<file path="src/rtl/perimetro_pkg.sv">
// perimetro_pkg: shared constants and types for the perimeter producer slice.
package perimetro_pkg;
    localparam int W_DEFAULT = 4;
    localparam logic IDLE = 1'b0;
    localparam logic WAIT_ACK = 1'b1;
    typedef logic [2*W_DEFAULT-1:0] pair_t;
    typedef enum logic {S_IDLE = IDLE, S_WAIT_ACK = WAIT_ACK} state_t;
endpackage

</file>
<file path="src/rtl/perimetro_fifo.sv">
// perimetro_fifo: DEPTH-entry FIFO of {a,b} side pairs with registered full/empty.
module perimetro_fifo #(
    parameter int W = 4,
    parameter int DEPTH = 4
) (
    input  logic           clock,
    input  logic           reset,
    input  logic           push,
    input  logic           pop,
    input  logic [2*W-1:0] din,
    output logic [2*W-1:0] dout,
    output logic           full,
    output logic           empty
);
    localparam int AW = $clog2(DEPTH);
    logic [2*W-1:0] r_mem [DEPTH];
    logic [AW-1:0] r_wr_ptr, r_rd_ptr;
    logic [AW:0] r_cnt, w_cnt_nxt;
    logic r_full, r_empty, w_push, w_pop;
    // full is judged before the pop, so a push against a full FIFO is lost even if a slot frees up
    assign w_push = push && !r_full;
    assign w_pop = pop && !r_empty;
    assign w_cnt_nxt = r_cnt + (AW+1)'(w_push) - (AW+1)'(w_pop);
    always_ff @(posedge clock or posedge reset) begin
        if (reset) begin
            r_wr_ptr <= '0;
            r_rd_ptr <= '0;
            r_cnt <= '0;
            r_full <= 1'b0;
            r_empty <= 1'b1;
        end else begin
            if (w_push) r_wr_ptr <= r_wr_ptr + AW'(1);
            if (w_pop) r_rd_ptr <= r_rd_ptr + AW'(1);
            r_cnt <= w_cnt_nxt;
            r_full <= w_cnt_nxt == (AW+1)'(DEPTH);
            r_empty <= w_cnt_nxt == '0;
        end
    end
    always_ff @(posedge clock) begin
        if (w_push) r_mem[r_wr_ptr] <= din;
    end
    assign dout = r_mem[r_rd_ptr];
    assign full = r_full;
    assign empty = r_empty;
endmodule

</file>
<file path="src/rtl/perimetro_producer.sv">
// perimetro_producer: buffers host side pairs and hands them to the perimeter consumer over _dav/rfd.
// Optional PERIMETRO_PRODUCER_COUNT_EN adds sent_cnt (completed transfers) and drop (refused write pulse).
module perimetro_producer
    import perimetro_pkg::*;
#(
    parameter int W = W_DEFAULT,
    parameter int DEPTH = 4
) (
    input  logic         clock,
    input  logic         reset,
    input  logic         wr_en,
    input  logic [W-1:0] wr_a,
    input  logic [W-1:0] wr_b,
    output logic         full,
    output logic         empty,
    input  logic         rfd,
    output logic         _dav,
    output logic [W-1:0] a,
    output logic [W-1:0] b
`ifdef PERIMETRO_PRODUCER_COUNT_EN
    ,
    output logic [7:0]   sent_cnt,
    output logic         drop
`endif
);
    state_t r_state, w_state_nxt;
    logic w_pop, r_dav;
    logic [2*W-1:0] w_head;
    logic [W-1:0] r_a, r_b;
    perimetro_fifo #(.W(W), .DEPTH(DEPTH)) u_fifo (
        .clock(clock),
        .reset(reset),
        .push(wr_en),
        .pop(w_pop),
        .din({wr_a, wr_b}),
        .dout(w_head),
        .full(full),
        .empty(empty)
    );
    always_comb begin
        w_pop = 1'b0;
        w_state_nxt = r_state;
        if (r_state == S_IDLE) begin
            w_pop = rfd && !empty;
            w_state_nxt = w_pop ? S_WAIT_ACK : S_IDLE;
        end else begin
            w_state_nxt = rfd ? S_WAIT_ACK : S_IDLE;
        end
    end
    always_ff @(posedge clock or posedge reset) begin
        if (reset) begin
            r_state <= S_IDLE;
            r_dav <= 1'b1;
            r_a <= '0;
            r_b <= '0;
        end else begin
            r_state <= w_state_nxt;
            r_dav <= w_state_nxt != S_WAIT_ACK;
            if (w_pop) {r_a, r_b} <= w_head;
        end
    end
    assign _dav = r_dav;
    assign a = r_a;
    assign b = r_b;
`ifdef PERIMETRO_PRODUCER_COUNT_EN
    logic [7:0] r_sent_cnt;
    logic r_drop, w_done;
    assign w_done = (r_state == S_WAIT_ACK) && !rfd;
    always_ff @(posedge clock or posedge reset) begin
        if (reset) begin
            r_sent_cnt <= '0;
            r_drop <= 1'b0;
        end else begin
            r_sent_cnt <= r_sent_cnt + 8'(w_done);
            r_drop <= wr_en && full;
        end
    end
    assign sent_cnt = r_sent_cnt;
    assign drop = r_drop;
`endif
endmodule
</file>
<file path="config.mk">
export PLATFORM = sky130hd
export DESIGN_NAME = perimetro_producer
export DESIGN_NICKNAME = d
export VERILOG_FILES = /design/src/rtl/perimetro_pkg.sv /design/src/rtl/perimetro_fifo.sv /design/src/rtl/perimetro_producer.sv
export SDC_FILE = /design/constraint.sdc
export NUM_CORES = 1
export LEC_CHECK = 0
export BUFFER_PORTS_ARGS = -buffer_cell sky130_fd_sc_hd__buf_2
export CORE_UTILIZATION = 56
export CTS_CLUSTER_DIAMETER = 150
export DETAILED_ROUTE_END_ITERATION = 8
export HOLD_SLACK_MARGIN = 0.15
export PLACE_DENSITY = 0.75
export SLEW_MARGIN = 20
export SYNTH_ARGS = -nofsm -noshare
export SYNTH_HDL_FRONTEND = slang
export SYNTH_SLANG_ARGS = --single-unit
</file>
<file path="constraint.sdc">
create_clock -name clock -period 3.44 [get_ports clock]
set_clock_uncertainty 0.15 [all_clocks]
set_input_delay 0.172 -clock clock [delete_from_list [all_inputs] [get_ports clock]]
set_output_delay 0.172 -clock clock [all_outputs]
set_load 0.01 [all_outputs]
</file>
======== Word level (Yosys, flattened, before mapping) ========
Memories as Yosys holds them, arrays and structs flattened. A register that Yosys moved wholly into a read port is not among the register bits.
Cells that the tools add are included.
word-level totals
  bits in read-only memories .............. 0
  memory bits (writable) .................. 32
  bits in registers ....................... 11
  bits in latches ......................... 0
  bits of input ports ..................... 12
  logic and storage cells ................. 26
  memories ................................ 1
  output and inout bits ................... 11
operators by class
  div/mod/pow operators ................... 0
  shifts and indexed selects .............. 0
  bitwise gates (word level) .............. 1
  add/subtract/negate cells ............... 4
  multiply operators ...................... 0
  magnitude comparators ................... 0
  equal/unequal tests ..................... 1
  reduce and logical (&&, ||, !) cells .... 6
  muxes and demuxes ....................... 6
memory list
  name          depth  width  rd ports  clocked after Yosys merged registers in  wr ports  RTL line              source
  u_fifo.r_mem  4      8      1         1                                        1         perimetro_fifo.sv:16  logic [2*W-1:0] r_mem [DEPTH];
operators with widths
  cell                                                            count
  1-bit two-way mux                                               6
  2-bit by 1-bit adder with 2-bit output (second input constant)  2
  3-bit by 1-bit adder with 3-bit output                          1
  3-bit equality test (second input constant)                     1
  1-bit logical AND                                               3
  3-bit logical NOT                                               1
  3-bit by 1-bit subtractor with 3-bit output                     1
  1-bit logical NOT                                               2
  1-bit NOT                                                       1

======== Depth between registers and ports, before layout ========
  depth after elaboration ................. 6
  depth in mapped cells ................... 9
  gate-level depth less buffers ........... 8

======== By module ========
A second synthesis with hierarchy kept.
unflattened totals
  cell total of the unflattened synthesis .. 103
  area total of the unflattened synthesis .. 2045.7 um^2
modules (own cells, without submodules)
  module              sequential area each (um^2)  cells each  instances  area each (um^2)
  perimetro_fifo      1187.4                       79          1          1630.3
  perimetro_producer  251.5                        24          1          415.4

======== Least setup slack after synthesis ========
OpenSTA, ideal clock, no wires.
  kind .................................... reg2reg
  start ................................... register u_fifo.r_empty, in the netlist u_fifo.empty
  end ..................................... register u_fifo.r_full, in the netlist u_fifo.full
  buffers on the path ..................... 1
  period minus slack after synthesis ...... 2.462 ns
  arrival time ............................ 2.223 ns
  path slack .............................. 0.978 ns
  data required time ...................... 3.202 ns
  stages on the path, launching flop included .. 10
  setup time .............................. 0.088 ns
  path through ............................ dfstp_2 -> nor3b_1 -> buf_2 -> ha_1 -> inv_1 -> ha_1 -> inv_1 -> fa_1 -> xor3_1 -> nor3b_1
on the way
  word-level cells in the longest chain between the ends .. 6
ends and longest elaborated chain
  element                                          RTL line                                        source
  start: declaration                               perimetro_fifo.sv:19                            logic r_full, r_empty, w_push, w_pop;
  start signal: assignment                         perimetro_fifo.sv:30                            r_empty <= 1'b1;
  start signal: assignment                         perimetro_fifo.sv:36                            r_empty <= w_cnt_nxt == '0;
  1-bit logical NOT (*)                            perimetro_fifo.sv:22, perimetro_producer.sv:44
  1-bit logical AND                                perimetro_producer.sv:44                        w_pop = rfd && !empty;
  1-bit two-way mux                                perimetro_producer.sv:43                        if (r_state == S_IDLE) begin
  1-bit logical AND (*)                            perimetro_fifo.sv:22                            assign w_pop = pop && !r_empty;
  net u_fifo.w_pop                                 perimetro_fifo.sv:19
  3-bit by 1-bit subtractor with 3-bit output (*)  perimetro_fifo.sv:23                            assign w_cnt_nxt = r_cnt + (AW+1)'(w_push) - (AW+1)'(w_pop);
  net u_fifo.w_cnt_nxt[2]                          perimetro_fifo.sv:18                            logic [AW:0] r_cnt, w_cnt_nxt;
  3-bit equality test (*)                          perimetro_fifo.sv:35                            r_full <= w_cnt_nxt == (AW+1)'(DEPTH);
  end signal: assignment                           perimetro_fifo.sv:35
  end: declaration                                 perimetro_fifo.sv:19
The timed path passes the listed nets; every way through them passes the cells marked *.
A chain may end at the register's enable or synchronous reset.

======== Worst setup path in the final report ========
  start ................................... input rfd
  end ..................................... register u_fifo.r_full, in the netlist u_fifo.full
on the way
  word-level cells in the longest chain between the ends .. 5
ends and longest elaborated chain
  element                                      RTL line                  source
  start: declaration                           perimetro_producer.sv:16  input logic rfd,
  1-bit logical AND                            perimetro_producer.sv:44
  1-bit two-way mux                            perimetro_producer.sv:43
  1-bit logical AND                            perimetro_fifo.sv:22
  3-bit by 1-bit subtractor with 3-bit output  perimetro_fifo.sv:23
  net u_fifo.w_cnt_nxt[2]                      perimetro_fifo.sv:18
  3-bit equality test                          perimetro_fifo.sv:35
The timed path passes the listed nets, and every way through them passes these cells.

==> results by group <==
Placement
  • Port bufs: 22
  • Placed insts: 167
  • DP Wirelength: 2.09 mm
  • Placed Area: 2180 um2
  • Final Wtd Congestion: 0.692

CTS
  • CTS tree: yes
  • CTS clk-pin slew, worst paths: 0.14 ns
  • Clk Latency, worst-skew pair: 0.36 ns
  • Hold_buf cts: 11
  • Num Clock Sinks: 51
  • Resize count post-CTS: 0
  • Root Driver: clkbuf_4
  • # H-tree levels: 2
  • CTS buffer count: 5
  • Postcts setup bufs: 0
  • Clock buffer depth: 2

Detailed routing
  • Via density per instance: 5.20
  • Post-route ant nets: 0
  • First drt pass iteration count: 4
  • Vias: 968
  • Routed wire length: 3.20 mm
  • Drt wl/cell: 17.2 um
  • Remaining DRCs: 0
  • DRT iter0 DRCs: 39

Setup path
  • Critical Path Start: rfd
  • Worst setup path class: input port to flip-flop
  • Critical path peak fanout: 10
  • CP bufs+invs: 5
  • Worst Setup EP: u_fifo.full$_DFF_PP0_
  • Crit path max-delay family: buffers and inverters
  • CP peak stage delay: 0.54 ns
  • Worst setup SP type: input port
  • RR Startpoint: r_state$_DFF_PP0_
  • Worst path required time: 3.57 ns
  • R2r setup slk: 0.83 ns
  • CP Depth: 11
  • Slowest stage cell, crit path: dlygate4sd3_1
  • Crit end category: flip-flop
  • CP arrival: 2.76 ns
  • Crit-path cells: dlygate4sd3_1 -> buf_2 -> nor3b_2 -> buf_4 -> ha_1 -> inv_1 -> ha_1 -> inv_1 -> fa_1 -> xor3_1 -> nor3b_1
  • RR Endpoint: u_fifo.full$_DFF_PP0_
  • R2R depth: 9

Power and ir drop
  • Leakage: 0.960 nW
  • Pwr dens: 783 nW/um2
  • Int Power: 1.32 mW
  • Net switching share of the total power: 0.292
  • Clock network power share: 0.181
  • VDD IR max: 461 uV
  • Flop pwr share: 0.518
  • Logic pwr share: 0.301
  • Switching power: 542 uW

Yosys
  • Largest family of logic cells by synthesized area: multiplexers
  • Yosys reg bits: 51
  • XOR/XNOR Fraction of Synth Area: 0.0247
  • Mux contribution to synthesized area: 0.154
  • Mapped Area: 2030 um2
  • Synth top area cells: edfxtp_1 47%, dfrtp_1 21%, mux4_2 8.9%
  • Post-synthesis adder-cell area fraction: 0.0469
  • Sequential area share after synthesis: 0.710
  • Synth Instances: 102
  • Yosys warning total: 0
  • Top cell type's share of synthesized area: 0.474
  • Post-synth cell types: 22
  • Complex-gate fraction of the synthesized area: 0.00618
  • Leading area contributor after synthesis: edfxtp_1
  • Mapped Nets: 121
  • Avg Inst Size Synth: 19.9 um2
  • Simple-gate share of the synthesized area: 0.0315

Timing
  • Worst hold slack: 0.308 ns
  • Slew headroom: 0.494
  • Max-slew violation count: 0
  • RSZ-0062 raised after global routing: false
  • Tmin final: 2.63 ns
  • Achievable Freq: 381 MHz
  • Slew at the pin closest to its max-slew limit: 0.759 ns
  • Period utilisation layout: 0.763
  • Final setup viols: 0
  • Post-Route Setup TNS: 0 ns
  • Final Hold Vio Count: 0

Run status
  • Status: complete, no violations

Floorplan
  • Die Ht: 62.1 um
  • Die area: 3860 um2
  • I/O Pins: 23
  • Die W: 62.1 um
  • Initial core utilization: 0.598
  • Core area: 3390 um2
  • Placement Rows: 21

GRT
  • Total congestion overflow: 0
  • Initial antenna violation count: 0
  • GR Util All Layers: 0.192
  • Global-route wire length before repair: 5.24 mm
  • Number of global-route vias before repair: 1059
  • Largest net degree at the start of global routing: 20

Cells and area
  • Antenna Cells: 0
  • Area delta synth->final: 17.2%
  • Nets: 158
  • Final non-filler cell total: 186
  • Share of cells above drive strength 1: 0.371
  • Post-route cell area: 2370 um2

Flow run
  • Max-Cap Viols: 0

Hold path
  • Worst hold path type: input port to async pin
## registers in the layout, summed over array words and instances (netlist names), 2 cells and up
register / cells
u_fifo.r_cnt: 3
u_fifo.r_wr_ptr: 2
a: 4
u_fifo.r_mem: 32
u_fifo.r_rd_ptr: 2
b: 4
## logic make-up (layout without fill, tap and decap cells)
logic type / count (synthesis) / count (layout)
adder cells (fa/ha/maj): 7 / 7
AND/OR/NAND/NOR: 9 / 9
buffers and inverters: 12 / 50
multiplexers: 17 / 17
AO/OA/AOI/OAI: 2 / 2
XOR/XNOR: 4 / 4
flip-flops: 51 / 51
## metal layers
layer	up-vias	global-route usage	part of all wire
met4	0	0.0785	0.018
met3	7	0.0496	0.035
met5	-	0	0
li1	448	-	-
met2	19	0.341	0.52
met1	494	0.221	0.42
## metrics by stage
stage	util	setup WS, ns	power (mW)
after floorplan	-	0.978	1.38
after global placement	0.644	0.985	1.50
after detailed placement	0.644	0.872	1.54
after CTS	0.700	0.810	1.89
after global routing	0.700	0.714	1.97
final	0.700	0.815	1.86
## cell usage after synthesis
| cell | count |
|---|---|
| and2_1 | 4 |
| and4bb_2 | 1 |
| buf_2 | 1 |
| buf_6 | 1 |
| clkbuf_1 | 2 |
| dfrtp_1 | 17 |
| dfstp_2 | 2 |
| edfxtp_1 | 32 |
| fa_1 | 1 |
| ha_1 | 6 |
| inv_1 | 8 |
| mux2_2 | 1 |
| mux2_4 | 8 |
| mux4_2 | 8 |
| nor2b_1 | 1 |
| nor3_1 | 1 |
| nor3b_1 | 2 |
| o21a_1 | 1 |
| o21ai_0 | 1 |
| xnor2_1 | 1 |
| xor2_1 | 2 |
| xor3_1 | 1 |
## worst min-delay path, delay by kind of cell
| family | cells | cell delay (ns) |
|---|---|---|
| buffers and inverters | 3 | 1.19 |
## final cells by class
cell class,instances,area (um2)
sequential,51,1440
clock inverter,3,43.8
multi-input combinational,39,538
clock buffer,5,37.5
tap,46,57.6
fill,237,1020
timing repair buffer,34,228
inverter,8,30.0
## worst min-delay path by stage
| stage | from | endpoint | slack [ns] | cells after the start |
|---|---|---|---|---|
| final | reset | b[0]$_DFFE_PP0N_ | 0.31 | 3 |
| after global routing | reset | u_fifo.r_rd_ptr[0]$_DFFE_PP0P_ | 0.37 | 3 |
| after CTS | reset | u_fifo.r_rd_ptr[0]$_DFFE_PP0P_ | 0.32 | 3 |
| after detailed placement | reset | u_fifo.r_rd_ptr[0]$_DFFE_PP0P_ | 0.18 | 2 |
| after global placement | reset | u_fifo.r_rd_ptr[0]$_DFFE_PP0P_ | 0.17 | 2 |
| after floorplan | reset | a[0]$_DFFE_PP0N_ | -0.03 | 1 |
## cells in the final DEF, fill, tap and decap left out, types with 2 or more instances in the layout
master         netlist  routed
and2_1               4       4
buf_2                1      22
clkbuf_4             0       5
dfrtp_1             17      17
dfstp_2              2       2
dlygate4sd3_1        0      11
edfxtp_1            32      32
ha_1                 6       6
inv_1                8       8
mux2_4               8       8
mux4_2               8       8
xor2_1               2       2
## power by group through the flow
stage | clock network (mW) | registers (mW) | logic, mW
floorplan | 0 | 0.934 | 0.441
global placement | 0 | 0.972 | 0.530
detailed placement | 0 | 0.984 | 0.559
CTS | 0.345 | 0.970 | 0.572
global route | 0.368 | 0.988 | 0.617
finish | 0.337 | 0.963 | 0.559
Note: power is estimated with default switching activity, not from simulation.
